$ cat src/rtl/rr_arbiter8.sv
// Eight-way round-robin arbiter with registered one-hot grant and binary owner index.
// Optional macro HOLD_TIMEOUT_EN enables forced release after MAX_HOLD cycles of contention.
module rr_arbiter8 #(
   parameter int MAX_HOLD = 16
) (
   input  logic       clk,
   input  logic       rst,
   input  logic [7:0] req,
   output logic [7:0] gnt,
   output logic [2:0] gnt_idx,
   output logic       gnt_valid,
   output logic       preempt
);

   typedef enum logic {S_IDLE, S_GRANT} state_t;

   state_t     r_state;
   logic [2:0] r_ptr;
   logic [7:0] r_gnt;
   logic [2:0] r_idx;
   logic       r_valid;

   logic [7:0] w_cand;
   logic [2:0] w_start;
   logic [7:0] w_rot;
   logic [2:0] w_pos;
   logic       w_found;
   logic [2:0] w_win;
   logic [7:0] w_win_oh;

   if (MAX_HOLD < 1 || MAX_HOLD > 255) begin : g_bad_param
      $error("rr_arbiter8: MAX_HOLD must be in 1..255");
   end

   // The owner is masked out, so one search serves idle start, release and forced release.
   assign w_cand  = req & ~r_gnt;
   assign w_start = (r_state == S_GRANT) ? r_idx + 3'd1 : r_ptr;

   for (genvar gi = 0; gi < 8; gi++) begin : g_rot
      assign w_rot[gi] = w_cand[w_start + 3'(gi)];
   end

   always_comb begin
      w_pos   = '0;
      w_found = 1'b0;
      for (int k = 7; k >= 0; k--) begin
         if (w_rot[k]) begin
            w_pos   = 3'(k);
            w_found = 1'b1;
         end
      end
   end

   assign w_win    = w_start + w_pos;
   assign w_win_oh = 8'b1 << w_win;

`ifdef HOLD_TIMEOUT_EN
   localparam logic [7:0] HOLD_LAST = 8'(MAX_HOLD - 1);
   logic [7:0] r_cnt;
   logic       r_preempt;
   logic       w_expire;
   assign w_expire = (r_cnt == HOLD_LAST) && w_found;
`endif

   always_ff @(posedge clk or posedge rst) begin
      if (rst) begin
         r_state <= S_IDLE;
         r_ptr   <= '0;
         r_gnt   <= '0;
         r_idx   <= '0;
         r_valid <= 1'b0;
`ifdef HOLD_TIMEOUT_EN
         r_cnt     <= '0;
         r_preempt <= 1'b0;
`endif
      end else begin
`ifdef HOLD_TIMEOUT_EN
         r_preempt <= 1'b0;
`endif
         case (r_state)
            S_IDLE: begin
               if (w_found) begin
                  r_state <= S_GRANT;
                  r_gnt   <= w_win_oh;
                  r_idx   <= w_win;
                  r_valid <= 1'b1;
`ifdef HOLD_TIMEOUT_EN
                  r_cnt   <= '0;
`endif
               end
            end
            S_GRANT: begin
               if (!req[r_idx]) begin
                  r_ptr <= r_idx + 3'd1;
`ifdef HOLD_TIMEOUT_EN
                  r_cnt <= '0;
`endif
                  if (w_found) begin
                     r_gnt <= w_win_oh;
                     r_idx <= w_win;
                  end else begin
                     r_state <= S_IDLE;
                     r_gnt   <= '0;
                     r_idx   <= '0;
                     r_valid <= 1'b0;
                  end
               end
`ifdef HOLD_TIMEOUT_EN
               else if (w_expire) begin
                  r_ptr     <= r_idx + 3'd1;
                  r_gnt     <= w_win_oh;
                  r_idx     <= w_win;
                  r_preempt <= 1'b1;
                  r_cnt     <= '0;
               end else if (r_cnt != HOLD_LAST) begin
                  // Saturate so a late competitor triggers release at once.
                  r_cnt <= r_cnt + 8'd1;
               end
`endif
            end
            default: r_state <= S_IDLE;
         endcase
      end
   end

   assign gnt       = r_gnt;
   assign gnt_idx   = r_idx;
   assign gnt_valid = r_valid;
`ifdef HOLD_TIMEOUT_EN
   assign preempt   = r_preempt;
`else
   assign preempt   = 1'b0;
`endif

endmodule

$ cat config.mk
export PLATFORM = sky130hd
export DESIGN_NAME = rr_arbiter8
export DESIGN_NICKNAME = d
export VERILOG_FILES = /design/src/rtl/rr_arbiter8.sv
export SDC_FILE = /design/constraint.sdc
export NUM_CORES = 1
export LEC_CHECK = 0
export CORE_MARGIN = 2
export CORE_UTILIZATION = 39
export DETAILED_ROUTE_END_ITERATION = 16
export PLACE_DENSITY = 0.56
export SYNTH_ARGS = -nofsm -noshare
export SYNTH_HDL_FRONTEND = slang
export SYNTH_SLANG_ARGS = --single-unit
$ cat constraint.sdc
create_clock -name clk -period 6.2 [get_ports clk]
set_input_delay 1.24 -clock clk [delete_from_list [all_inputs] [get_ports clk]]
set_output_delay 1.24 -clock clk [all_outputs]
set_load 0.02 [all_outputs]
# == Word level (Yosys, flattened, before mapping) ==
# Cells that the tools add are included.
# totals
ff_bits,16
in_bits,10
word_cells,84
# classes
add_sub_neg,9
magnitude_cmp,9
n_eq_ne,3
shift,1
mux,50
bitwise_logic,4
n_reduce_logical,3
# ops
cell,count
3-bit by 4-bit < comparator with 1-bit output (second input constant),9
3-bit two-way mux,12
1-bit binary-select mux with 3-bit select,9
8-bit two-way mux,3
1-bit two-way mux,22
8-bit case mux with 2 select lines,1
3-bit adder (second input constant),4
8-bit AND,1
8-bit NOT,1
1-bit by 3-bit left shift with 8-bit output (first input constant),1
3-bit by 1-bit adder with 3-bit output (second input constant),2
3-bit by 2-bit adder with 3-bit output (second input constant),2
2-bit != test (second input constant),3
3-bit case mux with 2 select lines,1
1-bit case mux with 2 select lines,2
2-bit AND reduction,2
3-bit adder,1
3-bit AND reduction,1
1-bit NOT,2

# == Logic depth before layout (Yosys ltp) ==
# Gate-level depths: netlist of the first run.
# depth
word_depth,18
mapped_depth,19
depth_no_buf,18

# == Worst setup path after synthesis of the first run ==
# OpenSTA, ideal clock, no wires.
# synth_timing
path_kind,flip-flop to flip-flop
start,register r_idx[0] (netlist: gnt_idx[0])
end,register r_gnt[0] (netlist: gnt[0])
setup_time_ps,78
arrival_ps,4397
setup_slack_ps,1725
path_stages_with_launch,20
synth_period_minus_slack_ps,4475
path_cell_list,dfrtp_1 > ha_1 > mux2i_4 > inv_4 > buf_6 > ha_1 > nor4_1 > a311oi_1 > mux2_2 > a21oi_1 > o22ai_1 > a221oi_2 > nand2_1 > fa_1 > xnor2_1 > nor2_1 > nand3_1 > o21a_1 > or2_2 > o2bb2ai_1
# synth_between
elab_chain_len,18
# synth_lines
element,line_no,source
"start, declared",20,logic [2:0] r_idx;
"start signal, assigned",85,r_idx <= w_win;
"start signal, assigned",100,r_idx <= w_win;
3-bit by 1-bit adder with 3-bit output,37,assign w_start = (r_state == S_GRANT) ? r_idx + 3'd1 : r_ptr;
3-bit two-way mux,37,
3-bit adder,40,assign w_rot[gi] = w_cand[w_start + 3'(gi)];
1-bit binary-select mux with 3-bit select,40,
1-bit two-way mux (implied by the code),40,
3-bit two-way mux (8 in a row),47,if (w_rot[k]) begin
3-bit adder,54,assign w_win = w_start + w_pos;
1-bit by 3-bit left shift with 8-bit output,55,assign w_win_oh = 8'b1 << w_win;
8-bit two-way mux,98,if (w_found) begin
8-bit two-way mux,93,if (!req[r_idx]) begin
8-bit case mux with 2 select lines,80,case (r_state)
"end signal, assigned",84,r_gnt <= w_win_oh;
"end signal, assigned",99,r_gnt <= w_win_oh;
"end, declared",19,logic [7:0] r_gnt;
# Several ways; a longest one is shown, not always the timed one. The select of a mux whose other input is x is not followed.
# A chain may end at the register's enable or synchronous reset.

# == Worst setup path after layout of the first run ==
# layout_timing
start,register r_state
end,register r_gnt[0] (netlist: gnt[0])
# layout_between
elab_chain_len,17
# layout_lines
element,line_no,source
"start, declared",17,state_t r_state;
"start signal, assigned",67,r_state <= S_IDLE;
"start signal, assigned",83,r_state <= S_GRANT;
"start signal, assigned",102,r_state <= S_IDLE;
3-bit two-way mux,37,
3-bit adder,40,
1-bit binary-select mux with 3-bit select,40,
1-bit two-way mux (implied by the code),40,
3-bit two-way mux (8 in a row),47,
3-bit adder,54,
1-bit by 3-bit left shift with 8-bit output,55,
8-bit two-way mux,98,
8-bit two-way mux,93,
8-bit case mux with 2 select lines,80,
# Several ways; a longest one is shown, not always the timed one. The select of a mux whose other input is x is not followed.

==> flow_summary.json, run 1 <==
{
  "status": "finished clean",
  "final-setup-viol-count": 0,
  "ctsResizeCount": 0,
  "gr-total-overflow": 0,
  "cts_inserted_buffers": 3,
  "drtAntennaViolNets": 0,
  "area_delta_synth_final_pct": 15.1,
  "hpwl_um": 3720,
  "crit_arrival_ns": 5.21,
  "required_ns": 6.37,
  "rows": 24,
  "syn-num-nets": 199,
  "max_slew_margin_pct": 42.6,
  "clockBufferDepth": 2,
  "synth_area_per_cell_um2": 9.19,
  "drv_cap": 0,
  "antenna_cells": 0,
  "final_common_cell": "clkdlybuf4s50_1",
  "r2r_setup_slack_ns": 1.17,
  "vias": 1533,
  "cpPeakStageDelay_ns": 0.63,
  "cp.depth": 18,
  "post-route-min-period_ns": 5.03,
  "fp.dieArea_um2": 4930,
  "clock_insertion_delay_worst_skew_ns": 0.25,
  "core_um2": 4290,
  "tns_ns": 0,
  "post_cts_buffers": 0,
  "synth_area_leaders": "dfrtp_1 (23%), mux2i_1 (8.8%), mux4_2 (6.6%)",
  "track_usage_pct": 19.9,
  "fin_crit_sh_pct": 81.2,
  "async_flop_share_pct": 100,
  "fmax_mhz": 199,
  "synth_area_um2": 1710,
  "drtIter0Drc": 81,
  "die-width_um": 70.2,
  "clock_skew_ns": 0.00269,
  "globalplace.congestion": 0.949,
  "slowest_stage": "dfrtp_1",
  "r2r_start": "r_state",
  "cts_tree": "yes",
  "htree_levels": 1,
  "crit_buf_inv": 1,
  "clkTransAtPathRegs_ns": 0.07,
  "layout_common_cells": "clkdlybuf4s50_1 (21), dfrtp_1 (16), mux2i_1 (15), nand2_1 (14), nand2b_1 (11)",
  "drv_slew": 0,
  "die_h_um": 70.2,
  "yosysWarnings": 0,
  "synth_cell_type_count": 52,
  "clkSinkCount": 16,
  "synthCells": 186,
  "ioPinCount": 23,
  "cp_cell_sequence": "and2b_4 > nor2_4 > inv_1 > ha_1 > nor4_1 > a311oi_1 > mux2_2 > a21oi_1 > o22ai_1 > a221oi_2 > nand2_1 > fa_1 > xnor2_1 > nor2_1 > nand3_1 > o21a_1 > or2_2 > o2bb2ai_1",
  "cts_root_buf": "clkbuf_8",
  "r2r-end": "gnt[0]",
  "ys_ff_latch": 16,
  "critPathKind": "flip-flop to flip-flop",
  "worst_setup_path_endpoint": "gnt[0]",
  "drt-total-wl_um": 4640,
  "grt_max_degree": 19,
  "start_util_pct": 39.8,
  "cts_hold_buf": 0,
  "crit_start": "r_state",
  "cpLargestDelayFamily": "simple AND/OR/NAND/NOR gates",
  "grt_pass1_wl_um": 7930,
  "synth_top_area_share_pct": 23.4,
  "hold_viol": 0,
  "wl_per_cell_um": 18.2,
  "synth_ff_type": "dfrtp_1",
  "grt_pass1_vias": 1559,
  "start_kind": "flip-flop",
  "rsz0062_at_grt": "no",
  "viasPerCell": 6.01,
  "hold_path_depth": 1,
  "synth_edf_count": 0,
  "layout-drive-gt1-share_pct": 11.8,
  "final_nets": 217,
  "reg2reg_depth": 18,
  "hold_path.class": "flip-flop to flip-flop",
  "io_buffers": 21,
  "end_kind": "flip-flop",
  "synth-seq-area-share_pct": 23.4,
  "drtPass1Iterations": 4,
  "drc": 0,
  "synth_largest_area_cell": "dfrtp_1",
  "antenna_found_initial": 0,
  "crit_path_max_fanout": 18,
  "worstHoldStart": "gnt[0]",
  "tightestPinTransition_ns": 0.837
}
-- registers in the layout, summed over array words and instances (netlist names) --
name,count
gnt,8
gnt_idx,3
r_ptr,3
gnt_valid,1
r_state,1
-- per-stage QoR --
step | worst slack [ns] | instance area (um2) | cells | hold slack [ns] | utilization (%)
2_1_floorplan | 1.73 | 1710 | 186 | 0.544 | -
3_3_place_gp | 1.30 | 1910 | 251 | 0.530 | 44.5
3_5_place_dp | 1.21 | 1910 | 251 | 0.537 | 44.5
4_1_cts | 1.22 | 1970 | 255 | 0.556 | 45.8
5_1_grt | 0.763 | 1970 | 255 | 0.569 | 45.8
6_report | 1.17 | 1970 | 255 | 0.557 | 45.8
-- layer usage --
metal | track usage, % | share of wire [%] | vias to the layer above
met4 | 4.91 | 1.7 | 0
met3 | 3.75 | 6.0 | 11
met5 | 0 | 0 | -
li1 | - | - | 728
met2 | 32.6 | 48 | 57
met1 | 27.1 | 44 | 737
-- worst register-to-register path: stages, from the launching register on --
cell and delay, ns:
dfrtp_1 0.63, and2b_4 0.33, nor2_4 0.29, inv_1 0.24
ha_1 0.42, nor4_1 0.30, a311oi_1 0.15, mux2_2 0.34
a21oi_1 0.16, o22ai_1 0.11, a221oi_2 0.41, nand2_1 0.13
fa_1 0.43, xnor2_1 0.17, nor2_1 0.13, nand3_1 0.08
o21a_1 0.20, or2_2 0.31, o2bb2ai_1 0.14
-- cell usage after synthesis, types with 4 or more instances --
cell       number
o21ai_0         5
inv_1           6
nand2b_1       11
a21oi_1         9
nand3_1         5
o2bb2ai_1       4
buf_6           5
xnor2_1         6
nor2b_1         9
mux2i_1        15
a22o_1          5
mux4_2          5
dfrtp_1        16
nand2_1        14
mux2_2          6
nor3_1          6
nor2_1         10
-- worst min path at each step --
stage / endpoint / slack (ns)
floorplan: r_ptr[2] / 0.54
global placement: gnt[0] / 0.53
detailed placement: gnt[0] / 0.54
CTS: gnt[0] / 0.56
global route: gnt[7] / 0.57
finish: gnt[0] / 0.56
-- cell type report --
type | count | area [um2]
Fill cell | 442 | 2330
Sequential cell | 16 | 400
Multi-Input combinational cell | 155 | 1210
Timing Repair Buffer | 21 | 210
Clock buffer | 4 | 55.1
Inverter | 7 | 28.8
Tap cell | 52 | 65.1
-- kinds of logic (layout without fill, tap and decap cells) --
group	Yosys count	in the layout	share of synthesized area, %
DFF	16	16	23.4
other	1	1	0.219
buffers and inverters	15	32	5.93
and+or+nand+nor	68	68	22.3
adders and majority gates	3	3	2.64
AOI/OAI and AO/OA	49	49	21.2
muxes	27	27	20.6
xor gates and xnor gates	7	7	3.59
Power of run 1 is left out: the tool's default activity adds up to more than one toggle a clock period on the data nets, which glitch-free logic cannot reach.
==> run 2: changes to the inputs <==
clock period = 5.2 ns   (was 6.2 ns; I/O delays follow)
==> run 2 against run 1 <==
Flip-flop and latch count is the same. Clock-buffer cell count is the same. Sequential share of layout area shrank 0.31 points. Via count grew 4.5%. Utilization grew 0.70 points. Non-clock buffer count grew 4. Critical path depth grew 1.
==> flow_summary.json, run 2 (synthesized netlist as in run 1, its figures left out) <==
{
  "status": "finished clean",
  "ioPinCount": 23,
  "grt_pass1_vias": 1578,
  "crit_arrival_ns": 4.89,
  "drv_slew": 0,
  "drv_cap": 0,
  "critPathKind": "flip-flop to flip-flop",
  "hpwl_um": 3780,
  "core_um2": 4290,
  "grt_max_degree": 17,
  "final_nets": 221,
  "nFillCells": 424,
  "fin_crit_sh_pct": 90.7,
  "antenna_found_initial": 0,
  "cpLargestDelayFamily": "simple AND/OR/NAND/NOR gates",
  "ctsResizeCount": 0,
  "globalplace.congestion": 0.911,
  "post_cts_buffers": 0,
  "antenna_cells": 0,
  "grt_pass1_wl_um": 7810,
  "multi_input_area_um2": 1210,
  "htree_levels": 1,
  "rsz0062_at_grt": "no",
  "cts_root_buf": "clkbuf_8",
  "gr-total-overflow": 0,
  "largest_register_ffs": 8,
  "slowest_stage": "dfrtp_1",
  "required_ns": 5.37,
  "viasPerCell": 6.19,
  "layout_common_cells": "clkdlybuf4s50_1 (21), dfrtp_1 (16), mux2i_1 (15), nand2_1 (14), nand2b_1 (11)",
  "drtAntennaViolNets": 0,
  "drt-total-wl_um": 4800,
  "rows": 24,
  "track_usage_pct": 19.6,
  "layout-drive-gt1-share_pct": 13.5,
  "drtIter0Drc": 133,
  "cp_cell_sequence": "buf_4 > and2b_4 > nor2_4 > inv_1 > ha_1 > nor4_1 > a311oi_1 > mux2_2 > a21oi_1 > o22ai_1 > a221oi_2 > nand2_1 > fa_1 > xnor2_1 > nor2_1 > nand3_1 > o21a_1 > or2_2 > o2bb2ai_1",
  "clkTransAtPathRegs_ns": 0.07,
  "end_kind": "flip-flop",
  "post-route-min-period_ns": 4.72,
  "max_slew_margin_pct": 41.1,
  "final-setup-viol-count": 0,
  "cpPeakStageDelay_ns": 0.46,
  "fp.dieArea_um2": 4930,
  "crit_path_max_fanout": 11,
  "cts_hold_buf": 0,
  "clkSinkCount": 16,
  "wl_per_cell_um": 18.5,
  "vias": 1602,
  "seq_area_um2": 400,
  "hold_viol": 0,
  "drc": 0,
  "tightestPinTransition_ns": 0.858,
  "final_common_cell": "clkdlybuf4s50_1",
  "hold_path.class": "flip-flop to flip-flop",
  "cts_inserted_buffers": 3,
  "clockBufferDepth": 2,
  "start_kind": "flip-flop",
  "clock_skew_ns": 0.00329,
  "drtPass1Iterations": 4,
  "crit_buf_inv": 2,
  "die_h_um": 70.2,
  "clock_insertion_delay_worst_skew_ns": 0.25,
  "start_util_pct": 39.8,
  "cts_tree": "yes",
  "io_buffers": 21,
  "area_delta_synth_final_pct": 16.8,
  "die-width_um": 70.2,
  "tns_ns": 0,
  "fmax_mhz": 212
}
[run 2: changes by cell type in the layout (fill, tap and decap cells not counted), sizes merged]
| cell | previous run | this run |
|---|---|---|
| buf | 0 | 4 |
[run 2: cell type report]
cell class / instances / area share (%)
multi-input cells: 155 / 60.5
flip-flops and latches: 16 / 20.1
well taps: 52 / 3.26
inverters: 7 / 1.44
clock buffers: 4 / 2.76
repair buffers: 25 / 12.0
[run 2: metal layers]
| layer | wire length, um | GRT usage, % | up-vias | share of wire [%] |
|---|---|---|---|---|
| li1 | - | - | 738 | - |
| met1 | 2090 | 25.7 | 794 | 44 |
| met2 | 2390 | 34.6 | 64 | 50 |
| met3 | 281 | 3.03 | 6 | 5.9 |
| met4 | 32 | 3.21 | 0 | 0.67 |
| met5 | 0 | 0 | - | 0 |
[run 2: path summary, 6_finish.rpt]
kind | start | to | slack [ns] | depth (start not counted)
max | gnt_idx[0] | gnt[1] | 0.48 | 19
min | gnt[0] | gnt[0] | 0.55 | 1
max reg2reg | gnt_idx[0] | gnt[1] | 0.48 | 19
min reg2reg | gnt[0] | gnt[0] | 0.55 | 1
max in group asynchronous | rst | gnt[0] | 3.62 | 2
min in group asynchronous | rst | gnt_valid | 1.17 | 2
[run 2: metrics by stage]
step	setup slack, ns	cell area (um2)	util (%)	hold WS, ns	instances
after floorplan	0.725	1710	-	0.544	186
after global placement	0.501	1940	45.2	0.529	255
after detailed placement	0.408	1940	45.2	0.526	255
after CTS	0.499	2000	46.5	0.545	259
after global routing	0.156	2000	46.5	0.568	259
final	0.482	2000	46.5	0.546	259
[run 2: worst register-to-register path, stage by stage, from the launching register on]
cell and delay (ns):
dfrtp_1 0.46, buf_4 0.19, and2b_4 0.21, nor2_4 0.30, inv_1 0.10, ha_1 0.38
nor4_1 0.29, a311oi_1 0.14, mux2_2 0.34, a21oi_1 0.15, o22ai_1 0.11, a221oi_2 0.39
nand2_1 0.13, fa_1 0.43, xnor2_1 0.17, nor2_1 0.13, nand3_1 0.08, o21a_1 0.20
or2_2 0.30, o2bb2ai_1 0.14
Power of run 2 is left out for the same reason.
==> run 3: changes to the inputs <==
ABC_CLOCK_PERIOD_IN_PS = 5900   (was not set)
clock period = 5.9 ns   (was 5.2 ns; I/O delays follow)
==> results of run 3 <==
The final DEF is identical to that of run 1. Status: finished clean.
Main changes from that run: setup slack after placement 1.21 ns -> 0.947 ns; setup slack after layout 1.17 ns -> 0.868 ns; register-to-register setup slack 1.17 ns -> 0.87 ns
Power of run 3 is left out for the same reason.
